**config.mk**
```make
export PLATFORM = sky130hd
export DESIGN_NAME = counter_bank_scheduler
export DESIGN_NICKNAME = d
export VERILOG_FILES = /design/src/rtl/counter_bank_pkg.sv /design/src/rtl/counter_bank_scheduler_rr_arbiter.sv /design/src/rtl/counter_bank_scheduler.sv
export SDC_FILE = /design/constraint.sdc
export NUM_CORES = 1
export LEC_CHECK = 0
export ABC_AREA = 1
export CELL_PAD_IN_SITES_DETAIL_PLACEMENT = 1
export CELL_PAD_IN_SITES_GLOBAL_PLACEMENT = 1
export CORE_MARGIN = 10
export CORE_UTILIZATION = 40
export CTS_CLUSTER_SIZE = 8
export DETAILED_ROUTE_END_ITERATION = 6
export HOLD_SLACK_MARGIN = 0.12
export PLACE_DENSITY_LB_ADDON = 0.1
export SKIP_LAST_GASP = 1
export SYNTH_ARGS = -nofsm -noshare
export SYNTH_HDL_FRONTEND = slang
export SYNTH_HIERARCHICAL = 1
export SYNTH_SLANG_ARGS = --single-unit
```
**constraint.sdc**
```tcl
create_clock -name clk -period 10 [get_ports clk]
set_input_delay 2 -clock clk [delete_from_list [all_inputs] [get_ports clk]]
set_output_delay 2 -clock clk [all_outputs]
set_load 0.05 [all_outputs]
```
**src/rtl/counter_bank_pkg.sv**
```systemverilog
// Shared opcode definitions for the counter bank scheduler and its requesters.
// Optional build macro used by the bank: COUNTER_BANK_SATURATE_EN.
package counter_bank_pkg;

    typedef enum logic {
        OP_INC  = 1'b0,
        OP_LOAD = 1'b1
    } op_t;

endpackage

```
**src/rtl/counter_bank_scheduler_rr_arbiter.sv**
```systemverilog
// Round-robin arbiter: combinational one-hot grant from req and pointer, zero latency.
// Pointer register moves past the winner only when advance is set; no backpressure of its own.
module rr_arbiter #(
    parameter  int N     = 4,
    localparam int PTR_W = $clog2(N)
) (
    input  logic             clk,
    input  logic             reset,
    input  logic [N-1:0]     req,
    input  logic             advance,
    output logic [N-1:0]     grant,
    output logic [PTR_W-1:0] grant_idx
);

    logic [PTR_W-1:0] ptr;
    logic [PTR_W-1:0] cand;
    logic             found;

    // Scan upward from the pointer, wrapping modulo N; first hit wins.
    always_comb begin
        grant     = '0;
        grant_idx = '0;
        found     = 1'b0;
        cand      = '0;
        for (int k = 0; k < N; k++) begin
            cand = PTR_W'((int'(ptr) + k) % N);
            if (!found && req[cand]) begin
                found       = 1'b1;
                grant[cand] = 1'b1;
                grant_idx   = cand;
            end
        end
    end

    always_ff @(posedge clk) begin
        if (reset) begin
            ptr <= '0;
        end else if (advance && found) begin
            ptr <= (grant_idx == PTR_W'(N - 1)) ? '0 : grant_idx + PTR_W'(1);
        end
    end

endmodule

```
**src/rtl/counter_bank_scheduler.sv**
```systemverilog
// Shared counter bank: one granted load/increment per cycle, applied at the accept edge; rd_data 1-cycle latency.
// Losers see req_ready low and hold their request; COUNTER_BANK_SATURATE_EN makes increments saturate.
module counter_bank_scheduler
    import counter_bank_pkg::*;
#(
    parameter  int NUM_REQ = 4,
    parameter  int NUM_CNT = 8,
    parameter  int CNT_W   = 32,
    localparam int IDX_W   = $clog2(NUM_CNT)
) (
    input  logic                     clk,
    input  logic                     reset,
    input  logic [NUM_REQ-1:0]       req_valid,
    input  logic [NUM_REQ-1:0]       req_op,
    input  logic [NUM_REQ*IDX_W-1:0] req_idx,
    input  logic [NUM_REQ*CNT_W-1:0] req_value,
    output logic [NUM_REQ-1:0]       req_ready,
    input  logic [IDX_W-1:0]         rd_idx,
    output logic [CNT_W-1:0]         rd_data,
    output logic                     wrap_pulse,
    output logic [IDX_W-1:0]         wrap_idx
);

    localparam int GW = $clog2(NUM_REQ);

    logic [CNT_W-1:0]   bank [NUM_CNT];
    logic [NUM_REQ-1:0] grant;
    logic [GW-1:0]      gidx;
    logic               fire;
    op_t                sel_op;
    logic [IDX_W-1:0]   sel_idx;
    logic [CNT_W-1:0]   sel_value;
    logic [CNT_W-1:0]   cur;
    logic [CNT_W-1:0]   nxt;
    logic               hit;

    rr_arbiter #(.N(NUM_REQ)) u_arb (
        .clk       (clk),
        .reset     (reset),
        .req       (req_valid),
        .advance   (fire),
        .grant     (grant),
        .grant_idx (gidx)
    );

    assign req_ready = grant;
    assign fire      = |grant;

    // The current value is read from the bank at grant time, so back-to-back
    // operations on one index chain correctly through the register.
    always_comb begin
        sel_op    = op_t'(req_op[gidx]);
        sel_idx   = req_idx[int'(gidx)*IDX_W +: IDX_W];
        sel_value = req_value[int'(gidx)*CNT_W +: CNT_W];
        cur       = bank[sel_idx];
        hit       = fire && (sel_op == OP_INC) && (&cur);
        if (sel_op == OP_LOAD) begin
            nxt = sel_value;
`ifdef COUNTER_BANK_SATURATE_EN
        end else if (&cur) begin
            nxt = cur;
`endif
        end else begin
            nxt = cur + CNT_W'(1);
        end
    end

    always_ff @(posedge clk) begin
        if (reset) begin
            for (int i = 0; i < NUM_CNT; i++) begin
                bank[i] <= '0;
            end
            rd_data    <= '0;
            wrap_pulse <= 1'b0;
            wrap_idx   <= '0;
        end else begin
            rd_data    <= bank[rd_idx];
            wrap_pulse <= hit;
            if (hit) begin
                wrap_idx <= sel_idx;
            end
            if (fire) begin
                bank[sel_idx] <= nxt;
            end
        end
    end

endmodule
```
* Word level (Yosys, flattened, before mapping)
Memory sizes are Yosys's and may differ from the RTL's. A register that Yosys moved wholly into a read port is not among the register bits.
Cells that the tools add are included.
** Operators by class
- $add $sub $neg :: 5
- Multipliers :: 1
- Order comparisons :: 9
- Eq/ne operators :: 1
- Shift-type cells :: 2
- Mux-type cells :: 40
- Bitwise operators :: 4
- Reductions and logical operators :: 16
** Operators with widths (count)
- indexed part select 128 x 8 -> 32 bit :: 1
- two-way mux 32 bit :: 2
- adder 32 x 1 -> 32 bit (second input constant) :: 1
- AND reduction 32 bit :: 1
- OR reduction 32 bit :: 1
- two-way mux 1 bit :: 19
- two-way mux 4 bit :: 4
- less-than comparator 2 x 3 -> 1 bit (second input constant) :: 5
- OR 4 bit :: 3
- indexed part select 12 x 5 -> 3 bit :: 1
- binary-select mux 1 bit (select 2 bit) :: 5
- logical AND 1 bit :: 10
- two-way mux 2 bit :: 5
- demux 1 bit (select 2 bit) :: 4
- greater-or-equal comparator 2 x 1 -> 1 bit (second input constant) :: 4
- adder 2 x 1 -> 2 bit (second input constant) :: 2
- adder 2 bit (second input constant) :: 2
- multiplier 2 x 2 -> 4 bit (second input constant) :: 1
- OR reduction 4 bit :: 1
- zero test 1 bit :: 3
- two-way mux 3 bit :: 1
- equality test 2 bit (second input constant) :: 1
- NOT 1 bit :: 1
** Storage, ports and cells
- Register bits after elaboration :: 6
- RAM bits :: 256
- Input port bits :: 153
- Output and inout bits :: 40
- Memories kept :: 1
** Memories
- bank :: depth 8, width 32, rd ports 2, clocked after memory_dff 1, write ports 8, line counter_bank_scheduler.sv:26 : logic [CNT_W-1:0] bank [NUM_CNT];

* Longest topological paths before layout
Gate-level depths: netlist of the first run.
- Depth in word-level cells :: 18
- Gate-level depth with buffers :: 32
- Mapped depth without buffers :: 29

* Cells and area by module
Netlist of the first run, hierarchy kept.
** Modules (own cells, without submodules)
- counter_bank_scheduler :: times used 1, cells each 2145, area an instance 16902.5 µm², sequential area each 8408.1 µm²
- rr_arbiter :: times used 1, cells each 96, area an instance 644.4 µm², sequential area each 40.0 µm²

* Worst setup path before layout of the first run
No wires, ideal clock.
- Path type :: input to register
- Start point :: in req_valid[2]
- End point :: mem bank[0][0], enable pin
- Arrival time :: 5.006 ns
- Required time :: 9.611 ns
- Slack :: 4.604 ns
- Stages :: 18
- Path buffers :: 1
- Cells stage by stage :: inv_1 -> nand2_4 -> nand3_2 -> nand2_4 -> inv_6 -> nand2_4 -> nor2_8 -> nand2_4 -> o21ai_1 -> nor4_1 -> nor2_1 -> inv_1 -> nor2_1 -> inv_1 -> nor2_1 -> inv_1 -> clkbuf_1 -> nand2_1
** RTL lines
- start: declaration :: line counter_bank_scheduler.sv:13 : input logic [NUM_REQ-1:0] req_valid,
- end: declaration :: line counter_bank_scheduler.sv:26

==> results of run 1 <==
[cell families (layout without fill, tap and decap cells)]
kind of cell	after synthesis	count (layout)	share of synthesized area, %
fa+ha+maj	7	7	0.499
compound gates	535	535	16.2
buf+inv	235	383	5.87
simple gates	1153	1153	28.4
mux	4	4	0.228
flops	294	294	48.1
xor+xnor	13	13	0.649
[path summary, 6_finish.rpt]
path	from	to	slack [ns]	depth (start not counted)
max	req_valid[3]	bank[2][8]	2.24	27
min reg2reg	wrap_idx[0]	wrap_idx[0]	0.47	2
max reg2reg	u_arb/ptr[0]	bank[2][8]	3.03	26
min	wrap_idx[0]	wrap_idx[0]	0.47	2
[per-layer routing]
layer	vias to the layer above	GRT usage [%]	part of all wire [%]
met5	-	0	0
met4	0	9.33	3.0
met3	151	5.77	8.9
met2	834	46.9	48
met1	8731	33.4	40
li1	7967	-	-
[cell type report]
cell class | count | share of cell area, %
Clock buffer | 72 | 5.63
Clock inverter | 2 | 0.155
Inverter | 80 | 1.50
Multi-Input combinational cell | 1712 | 38.7
Sequential cell | 294 | 40.1
Tap cell | 585 | 3.48
Timing Repair Buffer | 229 | 10.4
[metrics by stage]
step           hold slack [ns]  instances  cell area, um^2  util [%]
2_1_floorplan            0.554       2241            17500         -
5_1_grt                  0.499       2974            21000      48.6
3_3_place_gp             0.455       2900            19800      45.8
3_5_place_dp             0.462       2900            19800      45.8
4_1_cts                  0.474       2974            21000      48.6
6_report                 0.469       2974            21000      48.6
[worst reg2reg max path, cell delays in order (launching register included)]
cell and delay, ns:
dfxtp_1 0.71, inv_8 0.13, ha_1 0.44, inv_1 0.11, nand3_2 0.14, nand2_8 0.08, a21oi_1 0.15, nand2_1 0.06
nand2_1 0.15, a21oi_4 0.05, inv_2 0.14, buf_4 0.52, nand2_1 0.20, nand3_4 0.42, nand2_4 0.50, inv_2 0.88
nand2_1 0.13, nand3_1 0.13, nand2_1 0.07, nor2_1 0.20, ha_1 0.23, inv_1 0.09, nor2_4 0.21, nand2_4 0.11
xnor2_1 0.19, mux2i_1 0.57, nor2_1 0.09
[synthesized netlist by cell type (12+ instances only)]
cell type and count:
nor2_1 394, nand2_2 21, o21ai_0 233, edfxtp_1 256, dfxtp_1 38, clkbuf_1 106, nand2_1 427, nor2_2 23
inv_1 68, nand3_1 245, a31oi_1 32, o22ai_1 60, buf_2 30, a21oi_1 195, buf_4 12
[sequential cells by signal, indices dropped and copies added (netlist names)]
signal / count
bank: 256
rd_data: 32
wrap_idx: 3
u_arb/ptr: 2
wrap_pulse: 1
[cells in the final DEF (no fill, tap or decap), types with 5 or more instances in the layout]
master and instances:
a21oi_1 194, a31oi_1 32, buf_4 38, clkbuf_1 29
clkbuf_16 43, clkdlybuf4s50_1 190, dfxtp_1 38, edfxtp_1 256
ha_1 7, inv_1 67, inv_2 9, nand2_1 419
nand2_2 28, nand2_4 9, nand3_1 244, nand3_2 5
nand3b_1 8, nor2_1 394, nor2_2 21, nor2_4 10
o21ai_0 233, o22ai_1 60, xnor2_1 6, xor2_1 7
==> results_dict.tcl, run 1 <==
set metrics [dict create \
    status "finished clean" \
    cts_sinks 294 \
    finalWeightedCongestion 0.862 \
    io_pins 193 \
    grt_max_degree 82 \
    insertion_delay_ns 0.56 \
    yosysTopAreaCellShare_pct 43.8 \
    drt_pass1_iterations 7 \
    crit_required_ns 10.28 \
    crit_buf_inv 7 \
    synth_edf_count 256 \
    dpl.hpwl_mm 45.4 \
    drv_slew 0 \
    clk_path_buf_depth 3 \
    grt_pass1_wl_mm 112 \
    start_util_pct 40.6 \
    synthArstFlopShare_pct 0 \
    cts-resized-gates 0 \
    path_common_cell "nand2_1" \
    rows 76 \
    ys_seq_area_share_pct 48.1 \
    grt_use_total_pct 27.3 \
    avgSynthCellArea_um2 7.83 \
    synthCells 2241 \
    num_antenna_cells 0 \
    yosysUniqueCellTypes 41 \
    hold_viol 0 \
    finalCritPeriodShare_pct 77.6 \
    synth.area.top_cells "edfxtp_1 44%, nand2_1 9.1%, nor2_1 8.4%" \
    slowest_stage "inv_2" \
    finalSetupViolCount 0 \
    setup_tns_ns 0 \
    vias_per_cell 5.95 \
    fmax_mhz 129 \
    multi_input_area_um2 8140 \
    antenna_found_initial 0 \
    die_h_um 229 \
    max_stage_delay_ns 0.86 \
    start_kind "primary input" \
    end_kind "flop" \
    grt_pass1_vias 18500 \
    syn-num-nets 2401 \
    fill_cells 5235 \
    drtIter0Drc 1437 \
    fin_nets 2519 \
    yosysWarnings 6 \
    area_delta_synth_final_pct 20.0 \
    cap_violations 0 \
    via_count 17700 \
    core_um2 43300 \
    io_buffers 192 \
    htreeDepth 2 \
    synth_seq_cells 294 \
    antenna_left 0 \
    cts_tree "yes" \
    clock-root-buffer "clkbuf_16" \
    syn_area_um2 17500 \
    critPathTopFamily "simple AND/OR/NAND/NOR gates" \
    hold_path_class "reg -> reg" \
    drc_errors 0 \
    yosysTopAreaCell "edfxtp_1" \
    clk_pin_slew_ns 0.05 \
    hold_buffers 0 \
    die-area_um2 52600 \
    setup_ws_ns 2.24 \
    cts_buffers 42 \
    relSlewSlack_pct 14.2 \
    crit_path_max_fanout 67 \
    grt_overflow 0 \
    dp_slack_ns 1.81 \
    post-cts-setup-buffer-count 0 \
    tightest_slew_ns 1.29 \
    fp.dieW_um 229 \
    final.setup_skew_ns 0.0292 \
    drt_wl_total_mm 74.4 \
    crit_type "in -> reg" \
    rsz0062_at_grt "false" \
    synth_ff_type "edfxtp_1" \
    wire_per_inst_um 25.0 \
    crit_arrival_ns 8.04 \
    register_area_um2 8450 \
    fin_crit_ns 7.76 \
    drive_gt1_share_pct 7.62 \
]
Power of run 1 is left out: the tool's default activity adds up to more than one toggle a clock period on the data nets, which glitch-free logic cannot reach.
==> run 2: changes to the inputs <==
--- a/config.mk
+++ b/config.mk
@@ -9,7 +9,7 @@
 export CELL_PAD_IN_SITES_DETAIL_PLACEMENT = 1
 export CELL_PAD_IN_SITES_GLOBAL_PLACEMENT = 1
 export CORE_MARGIN = 10
-export CORE_UTILIZATION = 40
+export CORE_UTILIZATION = 39
 export CTS_CLUSTER_SIZE = 8
 export DETAILED_ROUTE_END_ITERATION = 6
 export HOLD_SLACK_MARGIN = 0.12
==> constraint.sdc (replaced) <==
create_clock -name clk -period 6.3 [get_ports clk]
set_input_delay 1.26 -clock clk [delete_from_list [all_inputs] [get_ports clk]]
set_output_delay 1.26 -clock clk [all_outputs]
set_load 0.05 [all_outputs]
==> run 2 against run 1 <==
Via count up 0.68%; highest routed layer unchanged; register-to-register slack worse by 2.2 ns; critical path type unchanged; clock-buffer cell count up 3; first-iteration DRC count up 7.2%; setup slack worse by 1.5 ns; utilization down 0.55 points; critical path depth up 2; final area up 1.3%; clock skew down 0.0045 ns; die area up 2.3%; global-route usage down 0.18 points.
==> results_dict.tcl, run 2 (synthesis gave the netlist of run 1 again) <==
set metrics [dict create \
    min_from "wrap_idx[1]" \
    clk_pin_slew_ns 0.05 \
    final.setup_skew_ns 0.0247 \
    max_stage_delay_ns 0.54 \
    wire_per_inst_um 25.1 \
    rr_worst_depth 29 \
    drive_gt1_share_pct 8.26 \
    clk_path_buf_depth 3 \
    setup_ws_ns 0.770 \
    largest_register_ffs 256 \
    hold_depth 2 \
    whs_endpoint "wrap_idx[1]" \
    post-cts-setup-buffer-count 0 \
    top_regs "bank: 256 flops, rd_data: 32 flops, wrap_idx: 3 flops" \
    largest-register "bank" \
    fmax_mhz 181 \
    io_buffers 192 \
    core_um2 44300 \
    path_common_cell "nand2_1" \
    finalWeightedCongestion 0.909 \
    die-area_um2 53900 \
    grt_pass1_wl_mm 112 \
    cts_tree "yes" \
    crit_type "in -> reg" \
    hold_viol 0 \
    r2r_slack_ns 0.87 \
    drv_slew 0 \
    drc_errors 0 \
    grt_pass1_vias 18600 \
    hold_path_class "reg -> reg" \
    grt_overflow 0 \
    rsz0062_at_grt "false" \
    via_count 17800 \
    reg2reg_to "bank[3][22]" \
    rows 77 \
    drt_pass1_iterations 5 \
    antenna_left 0 \
    layout_common_cells "419 x nand2_1, 394 x nor2_1, 256 x edfxtp_1" \
    crit_arrival_ns 5.80 \
    grt_max_degree 119 \
    vias_per_cell 5.93 \
    reg2reg_from "u_arb/ptr[0]" \
    cts-resized-gates 0 \
    relSlewSlack_pct 32.0 \
    grt_use_total_pct 27.2 \
    end_kind "flop" \
    layout_commonest_cell "nand2_1" \
    htreeDepth 2 \
    fin_crit_ns 5.53 \
    start_kind "primary input" \
    crit_path_max_fanout 118 \
    io_pins 193 \
    final_core_util_pct 48.1 \
    fp.dieW_um 232 \
    crit_required_ns 6.57 \
    clock-root-buffer "clkbuf_16" \
    area_delta_synth_final_pct 21.5 \
    die_h_um 232 \
    dp_slack_ns 0.222 \
    hold_buffers 0 \
    finalCritPeriodShare_pct 87.8 \
    cts_sinks 294 \
    cts_buffers 43 \
    antenna_found_initial 0 \
    num_antenna_cells 0 \
    insertion_delay_ns 0.55 \
    start_util_pct 39.6 \
    cap_violations 0 \
    setup_tns_ns 0 \
    fin_nets 2534 \
    drt_wl_total_mm 75.3 \
    drtIter0Drc 1540 \
    slowest_stage "clkdlybuf4s50_1" \
    dpl.hpwl_mm 47.8 \
    tightest_slew_ns 1.02 \
    status "finished clean" \
    finalSetupViolCount 0 \
]
run 2: metal layers:
| layer | wire length (um) | global-route usage, % |
|---|---|---|
| met5 | 0 | 0 |
| met4 | 2400 | 9.13 |
| met3 | 6790 | 5.46 |
| met2 | 35400 | 45.6 |
| met1 | 30700 | 34.3 |
run 2: per-stage QoR:
step / area [um^2] / instances / hold WS [ns]
3_3_place_gp: 20100 / 2921 / 0.458
3_5_place_dp: 20100 / 2921 / 0.466
5_1_grt: 21300 / 3000 / 0.500
4_1_cts: 21300 / 3000 / 0.478
2_1_floorplan: 17500 / 2241 / 0.554
6_report: 21300 / 3000 / 0.470
run 2: area by class of cell:
| type | count | area (um^2) |
|---|---|---|
| fill | 5405 | 23000 |
| sequential | 294 | 8450 |
| multi-input combinational | 1712 | 8150 |
| timing repair buffer | 243 | 2410 |
| clock buffer | 75 | 1220 |
| tap | 592 | 741 |
| inverter | 80 | 314 |
| clock inverter | 4 | 37.5 |
run 2: how the worst max path moves through the flow:
stage                       startpoint     endpoint  cells past startpoint
after detailed placement  req_valid[3]  bank[3][22]                     29
final                     req_valid[3]  bank[3][22]                     29
after global placement    req_valid[3]  bank[0][22]                     29
after floorplan           req_valid[2]   bank[0][0]                     18
after CTS                 req_valid[3]  bank[3][22]                     29
after global routing      req_valid[3]  bank[5][24]                     29
run 2: worst max-delay path, delay by kind of cell:
kind                   cells  cell delay [ns]
buffers and inverters      6             1.47
and+or+nand+nor           21             2.78
AOI/OAI and AO/OA          2             0.19
Power of run 2 is left out for the same reason.
==> run 3: changes to the inputs <==
--- a/config.mk
+++ b/config.mk
@@ -14,6 +14,7 @@
 export DETAILED_ROUTE_END_ITERATION = 6
 export HOLD_SLACK_MARGIN = 0.12
 export PLACE_DENSITY_LB_ADDON = 0.1
+export REMOVE_ABC_BUFFERS = 1
 export SKIP_LAST_GASP = 1
 export SYNTH_ARGS = -nofsm -noshare
 export SYNTH_HDL_FRONTEND = slang
==> run 3 against run 2 <==
Setup slack improved by 0.0085 ns; utilization increased by 0.090 points; register-to-register slack improved by 0.02 ns; clock-buffer cell count increased by 1; final area increased by 0.19%; routed wire length increased by 1.4%; final cell count increased by 0.43%; sequential cell count unchanged; sequential share of layout area decreased by 0.074 points; clock skew decreased by 0.011 ns; critical endpoint is now bank[5][22]; largest cell class unchanged.
==> results_dict.tcl, run 3 (synthesis gave the netlist of run 1 again) <==
set metrics [dict create \
    antenna_found_initial 1 \
    rsz0062_at_grt "false" \
    top_regs "bank: 256 flops, rd_data: 32 flops, wrap_idx: 3 flops" \
    rows 77 \
    clock-root-buffer "clkbuf_16" \
    largest-register "bank" \
    tightest_slew_ns 1.21 \
    drv_slew 0 \
    grt_max_degree 93 \
    cts-resized-gates 0 \
    htreeDepth 2 \
    grt_overflow 0 \
    cp.depth 28 \
    largest_register_ffs 256 \
    vias_per_cell 5.92 \
    drtIter0Drc 1612 \
    crit_arrival_ns 5.79 \
    crit_buf_inv 5 \
    cap_violations 0 \
    via_count 17800 \
    rr_worst_depth 28 \
    core_um2 44300 \
    layout_commonest_cell "nand2_1" \
    cts_buffers 42 \
    die_h_um 232 \
    io_buffers 192 \
    clk_path_buf_depth 3 \
    setup_tns_ns 0 \
    drt_pass1_iterations 5 \
    fin_crit_ns 5.52 \
    cts_tree "yes" \
    post-cts-setup-buffer-count 0 \
    slowest_stage "clkdlybuf4s50_1" \
    max_stage_delay_ns 0.56 \
    drt_wl_total_mm 76.3 \
    crit_path_max_fanout 37 \
    status "finished clean" \
    hold_path_class "reg -> reg" \
    crit_required_ns 6.57 \
    dpl.hpwl_mm 47.2 \
    hold_buffers 0 \
    relSlewSlack_pct 19.0 \
    clk_pin_slew_ns 0.05 \
    antenna_left 0 \
    end_kind "flop" \
    finalSetupViolCount 0 \
    path_common_cell "nand2_1" \
    wire_per_inst_um 25.3 \
    start_kind "primary input" \
    layout_common_cells "425 x nand2_1, 394 x nor2_1, 256 x edfxtp_1" \
    final.setup_skew_ns 0.0136 \
    num_antenna_cells 0 \
    start_util_pct 39.6 \
    finalCritPeriodShare_pct 87.6 \
    area_delta_synth_final_pct 21.7 \
    drive_gt1_share_pct 8.67 \
    crit_type "in -> reg" \
    drc_errors 0 \
    fin_nets 2549 \
    hold_viol 0 \
    grt_pass1_wl_mm 115 \
    io_pins 193 \
    cts_sinks 294 \
    hold_depth 2 \
    critPathTopFamily "simple AND/OR/NAND/NOR gates" \
    insertion_delay_ns 0.55 \
    fp.dieW_um 232 \
    finalWeightedCongestion 0.906 \
    grt_pass1_vias 19000 \
    grt_use_total_pct 27.7 \
    die-area_um2 53900 \
    fmax_mhz 181 \
]
-- run 3: changes by cell type in the layout (fill, tap and decap cells not counted), sizes merged --
cell | before | now
buf | 53 | 69
clkbuf | 75 | 76
clkinv | 3 | 1
clkinvlp | 1 | 0
inv | 80 | 79
-- run 3: layer usage --
layer / GRT usage, % / wire (um) / part of all wire, % / up-vias
met2: 46.2 / 35800 / 47 / 886
met1: 35.5 / 31000 / 41 / 8743
li1: - / - / - / 8025
met4: 9.58 / 2400 / 3.1 / 2
met5: 0 / 13 / 0.017 / -
met3: 4.98 / 7060 / 9.2 / 177
-- run 3: path summary, 6_finish.rpt --
| kind | slack (ns) | end | from |
|---|---|---|---|
| worst max-delay path | 0.78 | bank[5][22] | req_valid[3] |
| worst min-delay path | 0.48 | wrap_idx[2] | wrap_idx[2] |
| worst max register to register | 0.89 | bank[5][22] | u_arb/ptr[0] |
| worst min register to register | 0.48 | wrap_idx[2] | wrap_idx[2] |
-- run 3: layout make-up --
type                    instances  area [um^2]
clock buffers                  76         1240
multi-input cells            1712         8120
fillers                      5306        23000
inverters                      80          314
well taps                     592          741
flip-flops and latches        294         8450
repair buffers                259         2490
-- run 3: worst reg2reg max path, delay by kind of cell (launching register included) --
family / cells / cell delay (ns)
flip-flops: 1 / 0.68
AND/OR/NAND/NOR: 18 / 2.38
adder cells (fa/ha/maj): 2 / 0.68
AO/OA/AOI/OAI: 3 / 0.41
buffers and inverters: 5 / 0.98
-- run 3: metrics by stage --
| stage | setup WS (ns) | cell area (um^2) | utilization, % | cells | hold slack (ns) |
|---|---|---|---|---|---|
| global route | 0.417 | 21400 | 48.2 | 3013 | 0.507 |
| floorplan | -5.41 | 16800 | - | 2086 | 0.559 |
| finish | 0.779 | 21400 | 48.2 | 3013 | 0.478 |
| CTS | 0.840 | 21400 | 48.2 | 3013 | 0.485 |
| global placement | 0.461 | 20100 | 45.4 | 2937 | 0.455 |
| detailed placement | 0.282 | 20100 | 45.4 | 2937 | 0.475 |
Power of run 3 is left out for the same reason.
